--- src/rtl/pipe_ctrl_pkg.sv ---
// Shared encodings for the pipeline stall/flush controller.
// Branch types, multiply FSM states and the hard-wired zero register.
package pipe_ctrl_pkg;

  localparam logic [1:0] BR_NONE = 2'b00;
  localparam logic [1:0] BR_BEQ  = 2'b01;
  localparam logic [1:0] BR_BNE  = 2'b10;
  localparam logic [1:0] BR_JUMP = 2'b11;

  localparam logic [4:0] REG_ZERO = 5'd0;

  typedef enum logic {
    ST_RUN       = 1'b0,
    ST_MULT_BUSY = 1'b1
  } state_e;

endpackage

--- src/rtl/hazard_sat_counter.sv ---
// Saturating event counter used for stall/flush performance debug.
// Holds at all-ones instead of wrapping.
module hazard_sat_counter #(
  parameter int WIDTH = 32
) (
  input  logic             clk,
  input  logic             Reset,
  input  logic             inc,
  output logic [WIDTH-1:0] count
);

  logic [WIDTH-1:0] count_q;
  logic [WIDTH-1:0] count_d;

  always_comb begin
    count_d = count_q;
    if (inc && (count_q != '1)) begin
      count_d = count_q + WIDTH'(1);
    end
  end

  always_ff @(posedge clk) begin
    if (Reset) begin
      count_q <= '0;
    end else begin
      count_q <= count_d;
    end
  end

  assign count = count_q;

endmodule

--- src/rtl/pipeline_hazard_ctrl.sv ---
// Stall/flush sequencing for the 5-stage pipeline: taken branches,
// multi-cycle multiply occupancy of EX and load-use hazards.
module pipeline_hazard_ctrl
  import pipe_ctrl_pkg::*;
#(
  parameter int MULT_LATENCY = 4,
  parameter int CNT_WIDTH    = 32
) (
  input  logic                 clk,
  input  logic                 Reset,
  input  logic [4:0]           IFIDRsIn,
  input  logic [4:0]           IFIDRtIn,
  input  logic                 IFIDUsesRtIn,
  input  logic                 IDEXMemReadIn,
  input  logic [4:0]           IDEXRtIn,
  input  logic                 IDEXMultStartIn,
  input  logic [1:0]           EXMEMBranchIn,
  input  logic                 EXMEMZeroIn,
  output logic                 PCWriteOut,
  output logic                 IFIDWriteOut,
  output logic                 IFIDFlushOut,
  output logic                 IDEXWriteOut,
  output logic                 IDEXFlushOut,
  output logic                 EXMEMFlushOut,
  output logic                 PCSrcOut,
  output logic                 MultBusyOut,
  output logic [CNT_WIDTH-1:0] StallCountOut,
  output logic [CNT_WIDTH-1:0] FlushCountOut
);

  localparam int MW = $clog2(MULT_LATENCY);

  state_e        state_q, state_d;
  logic [MW-1:0] mcnt_q, mcnt_d;

  logic taken;
  logic mult_stall;
  logic load_use;
  logic stall_inc;
  logic flush_inc;

  always_comb begin
    taken = ((EXMEMBranchIn == BR_BEQ) && EXMEMZeroIn)
         || ((EXMEMBranchIn == BR_BNE) && !EXMEMZeroIn)
         ||  (EXMEMBranchIn == BR_JUMP);
    mult_stall = ((state_q == ST_RUN) && IDEXMultStartIn)
              || ((state_q == ST_MULT_BUSY) && (mcnt_q != '0));
    load_use = IDEXMemReadIn && (IDEXRtIn != REG_ZERO)
            && ((IDEXRtIn == IFIDRsIn)
             || (IFIDUsesRtIn && (IDEXRtIn == IFIDRtIn)));
  end

  always_comb begin
    state_d       = state_q;
    mcnt_d        = mcnt_q;
    PCWriteOut    = 1'b1;
    IFIDWriteOut  = 1'b1;
    IFIDFlushOut  = 1'b0;
    IDEXWriteOut  = 1'b1;
    IDEXFlushOut  = 1'b0;
    EXMEMFlushOut = 1'b0;
    PCSrcOut      = 1'b0;
    MultBusyOut   = 1'b0;
    stall_inc     = 1'b0;
    flush_inc     = 1'b0;
    if (Reset) begin
      PCWriteOut    = 1'b0;
      IFIDWriteOut  = 1'b0;
      IDEXWriteOut  = 1'b0;
      IFIDFlushOut  = 1'b1;
      IDEXFlushOut  = 1'b1;
      EXMEMFlushOut = 1'b1;
      state_d       = ST_RUN;
      mcnt_d        = '0;
    end else if (taken) begin
      // Squashes any multiply in flight along with the wrong-path work.
      PCSrcOut      = 1'b1;
      IFIDFlushOut  = 1'b1;
      IDEXFlushOut  = 1'b1;
      EXMEMFlushOut = 1'b1;
      state_d       = ST_RUN;
      mcnt_d        = '0;
      flush_inc     = 1'b1;
    end else if (mult_stall) begin
      PCWriteOut    = 1'b0;
      IFIDWriteOut  = 1'b0;
      IDEXWriteOut  = 1'b0;
      EXMEMFlushOut = 1'b1;
      MultBusyOut   = 1'b1;
      stall_inc     = 1'b1;
      if (state_q == ST_RUN) begin
        state_d = ST_MULT_BUSY;
        mcnt_d  = MW'(MULT_LATENCY - 2);
      end else begin
        mcnt_d = mcnt_q - MW'(1);
      end
    end else begin
      if (state_q == ST_MULT_BUSY) begin
        state_d = ST_RUN;
      end
      if (load_use) begin
        PCWriteOut   = 1'b0;
        IFIDWriteOut = 1'b0;
        IDEXFlushOut = 1'b1;
        stall_inc    = 1'b1;
      end
    end
  end

  always_ff @(posedge clk) begin
    state_q <= state_d;
    mcnt_q  <= mcnt_d;
  end

  hazard_sat_counter #(.WIDTH(CNT_WIDTH)) u_stall_cnt (
    .clk   (clk),
    .Reset (Reset),
    .inc   (stall_inc),
    .count (StallCountOut)
  );

  hazard_sat_counter #(.WIDTH(CNT_WIDTH)) u_flush_cnt (
    .clk   (clk),
    .Reset (Reset),
    .inc   (flush_inc),
    .count (FlushCountOut)
  );

endmodule

--- config.mk ---
export PLATFORM = sky130hd
export DESIGN_NAME = pipeline_hazard_ctrl
export DESIGN_NICKNAME = d
export VERILOG_FILES = /design/src/rtl/pipe_ctrl_pkg.sv /design/src/rtl/hazard_sat_counter.sv /design/src/rtl/pipeline_hazard_ctrl.sv
export SDC_FILE = /design/constraint.sdc
export NUM_CORES = 1
export LEC_CHECK = 0
export CAP_MARGIN = 15
export CORE_MARGIN = 5
export CORE_UTILIZATION = 25
export CTS_CLUSTER_DIAMETER = 50
export DETAILED_ROUTE_END_ITERATION = 12
export GPL_TIMING_DRIVEN = 0
export PLACE_DENSITY = 0.43
export SLEW_MARGIN = 25
export SYNTH_ARGS = -nofsm -noshare
export SYNTH_HDL_FRONTEND = slang
export SYNTH_SLANG_ARGS = --single-unit
--- constraint.sdc ---
create_clock -name clk -period 2.25 [get_ports clk]
set_input_delay 0.3375 -clock clk [delete_from_list [all_inputs] [get_ports clk]]
set_output_delay 0.3375 -clock clk [all_outputs]
set_load 0.01 [all_outputs]
==> flow_metrics.env <==
export IMPL_synth_commonest_cells="67 x dfxtp_1, 44 x nor2_1, 32 x a21oi_1, 29 x nand2_1, 28 x nand4_1"
export IMPL_yosysMostFrequentCell="dfxtp_1"
export IMPL_cts_tree="built"
export IMPL_ctsHoldBuffers=0
export IMPL_port_buffers=94
export IMPL_place_hpwl_mm=8.80
export IMPL_grt_pass1_vias=3699
export IMPL_yosysTopAreaCell="dfxtp_1"
export IMPL_ys_seq_area_share_pct=37.1
export IMPL_drt_antenna_violating_nets=0
export IMPL_grt_use_total_pct=14.6
export IMPL_setup_viol=0
export IMPL_total_leakage_power_nw=1.73
export IMPL_cts_buffers=9
export IMPL_status="completed"
export IMPL_syn_area_per_cell_um2=8.10
export IMPL_tightest_slew_ps=559
export IMPL_initial_utilization_pct=25.1
export IMPL_max_freq_mhz=457
export IMPL_dieArea_um2=16900
export IMPL_synth_edf_count=0
export IMPL_hold_path_class="reg -> reg"
export IMPL_routed_wirelength_mm=12.1
export IMPL_n_antenna_cell=0
export IMPL_die_h_um=130
export IMPL_cts_root_buf="clkbuf_16"
export IMPL_synthArstFlopShare_pct=0
export IMPL_max_slew_margin_pct=62.5
export IMPL_antenna_found_initial=0
export IMPL_grt_pass1_wl_mm=19.4
export IMPL_area_growth_pct=47.0
export IMPL_nets=589
export IMPL_overflow=0
export IMPL_cts_sinks=67
export IMPL_die_w_um=130
export IMPL_required_ps=2480
export IMPL_synthFlopType="dfxtp_1"
export IMPL_drive_gt1_share_pct=13.8
export IMPL_critPathKind="in -> reg"
export IMPL_syn_area_um2=3610
export IMPL_drc_errors=0
export IMPL_fin_worst_skew_ps=5.27
export IMPL_cp_start_kind="input port"
export IMPL_hold_viol=0
export IMPL_drv_slew=0
export IMPL_fp_row_count=44
export IMPL_h_tree_depth=3
export IMPL_min_period_over_period_pct=97.2
export IMPL_drt_iter0_drc=239
export IMPL_drv_cap=0
export IMPL_crit_path_end_kind="flip-flop"
export IMPL_synth_seq_cells=67
export IMPL_yosys_top_cells_area="dfxtp_1 37%, xnor2_1 5.6%, nand4_1 4.9%, nor2_1 4.6%, a21oi_1 4.4%"
export IMPL_core_um2=14400
export IMPL_clk_latency_ps=340
export IMPL_ir_drop_uv=293
export IMPL_rsz0062_at_grt="yes"
export IMPL_ios=95
export IMPL_total_power_w=0.00288
export IMPL_synth_warnings=0
export IMPL_fin_crit_ps=2190
export IMPL_path_max_fanout=5
export IMPL_clk_pin_slew_ps=50
export IMPL_drtPass1Iterations=4
export IMPL_fillers=1489
export IMPL_synth_fp_nets=472
export IMPL_tns_ps=0
export IMPL_vias_per_cell=5.07
export IMPL_syn_inst=446
export IMPL_arrival_ps=2410
export IMPL_ys_types=51
export IMPL_grt_max_degree=11
export IMPL_num_vias=3800
export IMPL_clockBufferDepth=2
export IMPL_place_congestion=0.808
export IMPL_routedWlPerCell_um=16.2
export IMPL_yosysTopAreaCellShare_pct=37.1
export IMPL_power_density_nw_per_um2=543
repair_timing:
item	CTS	global route
cloned	1	0
pin swaps	3	16
setup endpoints to repair	48	41
resized for setup	36	40
buffers inserted	5	6
cells in the final DEF, fill, tap and decap left out, types with 5 or more instances in the layout:
cell	n
clkbuf_2	5
o21ai_0	25
or3_1	22
nor3_1	11
xor2_1	9
dlygate4sd2_1	8
inv_1	8
clkbuf_16	9
nor2_1	44
clkdlybuf4s50_1	78
and3_1	10
clkbuf_1	6
o31ai_1	8
nand3_1	25
dfxtp_2	7
a21oi_1	30
nor4_1	8
nand4_1	28
dfxtp_1	60
nand2_1	29
or4_1	10
xnor2_1	23
buf_4	16
and4_1	8
stage by stage:
step	hold WS (ps)	instance area [µm²]	std cells	utilization, %	setup WS [ps]
after floorplan	452	3610	446	-	240
after global placement	474	4780	724	33.3	-622
after detailed placement	482	4780	724	33.3	-619
after CTS	494	5190	744	36.1	-82.3
after global routing	519	5310	750	36.9	-35.9
final	487	5310	750	36.9	62.5
sequential cells by signal, summed over array words and instances, names as in the netlist:
register and cells:
mcnt_q 2, state_q 1, u_stall_cnt.count 32, u_flush_cnt.count 32
cell families after synthesis:
kind of cell / after synthesis / synth area share (%)
AND/OR/NAND/NOR: 221 / 34.1
adder cells (fa/ha/maj): 3 / 1.04
AO/OA/AOI/OAI: 85 / 13.8
flip-flops: 67 / 37.1
XOR/XNOR: 32 / 7.76
multiplexers: 7 / 2.29
buffers and inverters: 31 / 3.85
worst paths after layout:
check / startpoint / cells after the start / endpoint / slack [ps]
worst max-delay path: EXMEMBranchIn[0] / 10 / u_stall_cnt.count[25] / 60
worst min-delay path: mcnt_q[0] / 2 / mcnt_q[0] / 490
worst max register to register: u_stall_cnt.count[21] / 7 / u_stall_cnt.count[27] / 120
worst min register to register: mcnt_q[0] / 2 / mcnt_q[0] / 490
layer usage:
layer  part of all wire (%)  vias to the layer above  GRT usage (%)
met4                    1.2                        0           3.79
met2                     48                       83           24.6
met1                     46                     1818           18.2
li1                       -                     1887              -
met3                    5.1                       12           4.63
met5                      0                        -              0
cell type report:
cell class	count	area [µm²]	share of cell area (%)
Buffer	20	118	2.22
Multi-Input combinational cell	348	2250	42.4
Clock buffer	12	267	5.02
Tap cell	184	230	4.34
Timing Repair Buffer	106	1020	19.2
Clock inverter	2	35.0	0.660
Sequential cell	67	1350	25.4
Inverter	11	41.3	0.778
worst max-delay path, stage by stage:
cell             delay (ps)
clkdlybuf4s50_1         440
mux2i_2                 210
buf_4                   140
and2_4                  150
inv_2                    60
a21oi_4                 170
o211ai_1                190
buf_4                   210
nor3_2                  200
mux2_4                  310
power by group:
part / internal [W] / switching (W)
logic: 0.000110 / 0.000119
clock network: 0.000934 / 0.000515
registers: 0.00120 / 0.0000104
total: 0.00224 / 0.000645
Power figures use the tool's default switching activity.
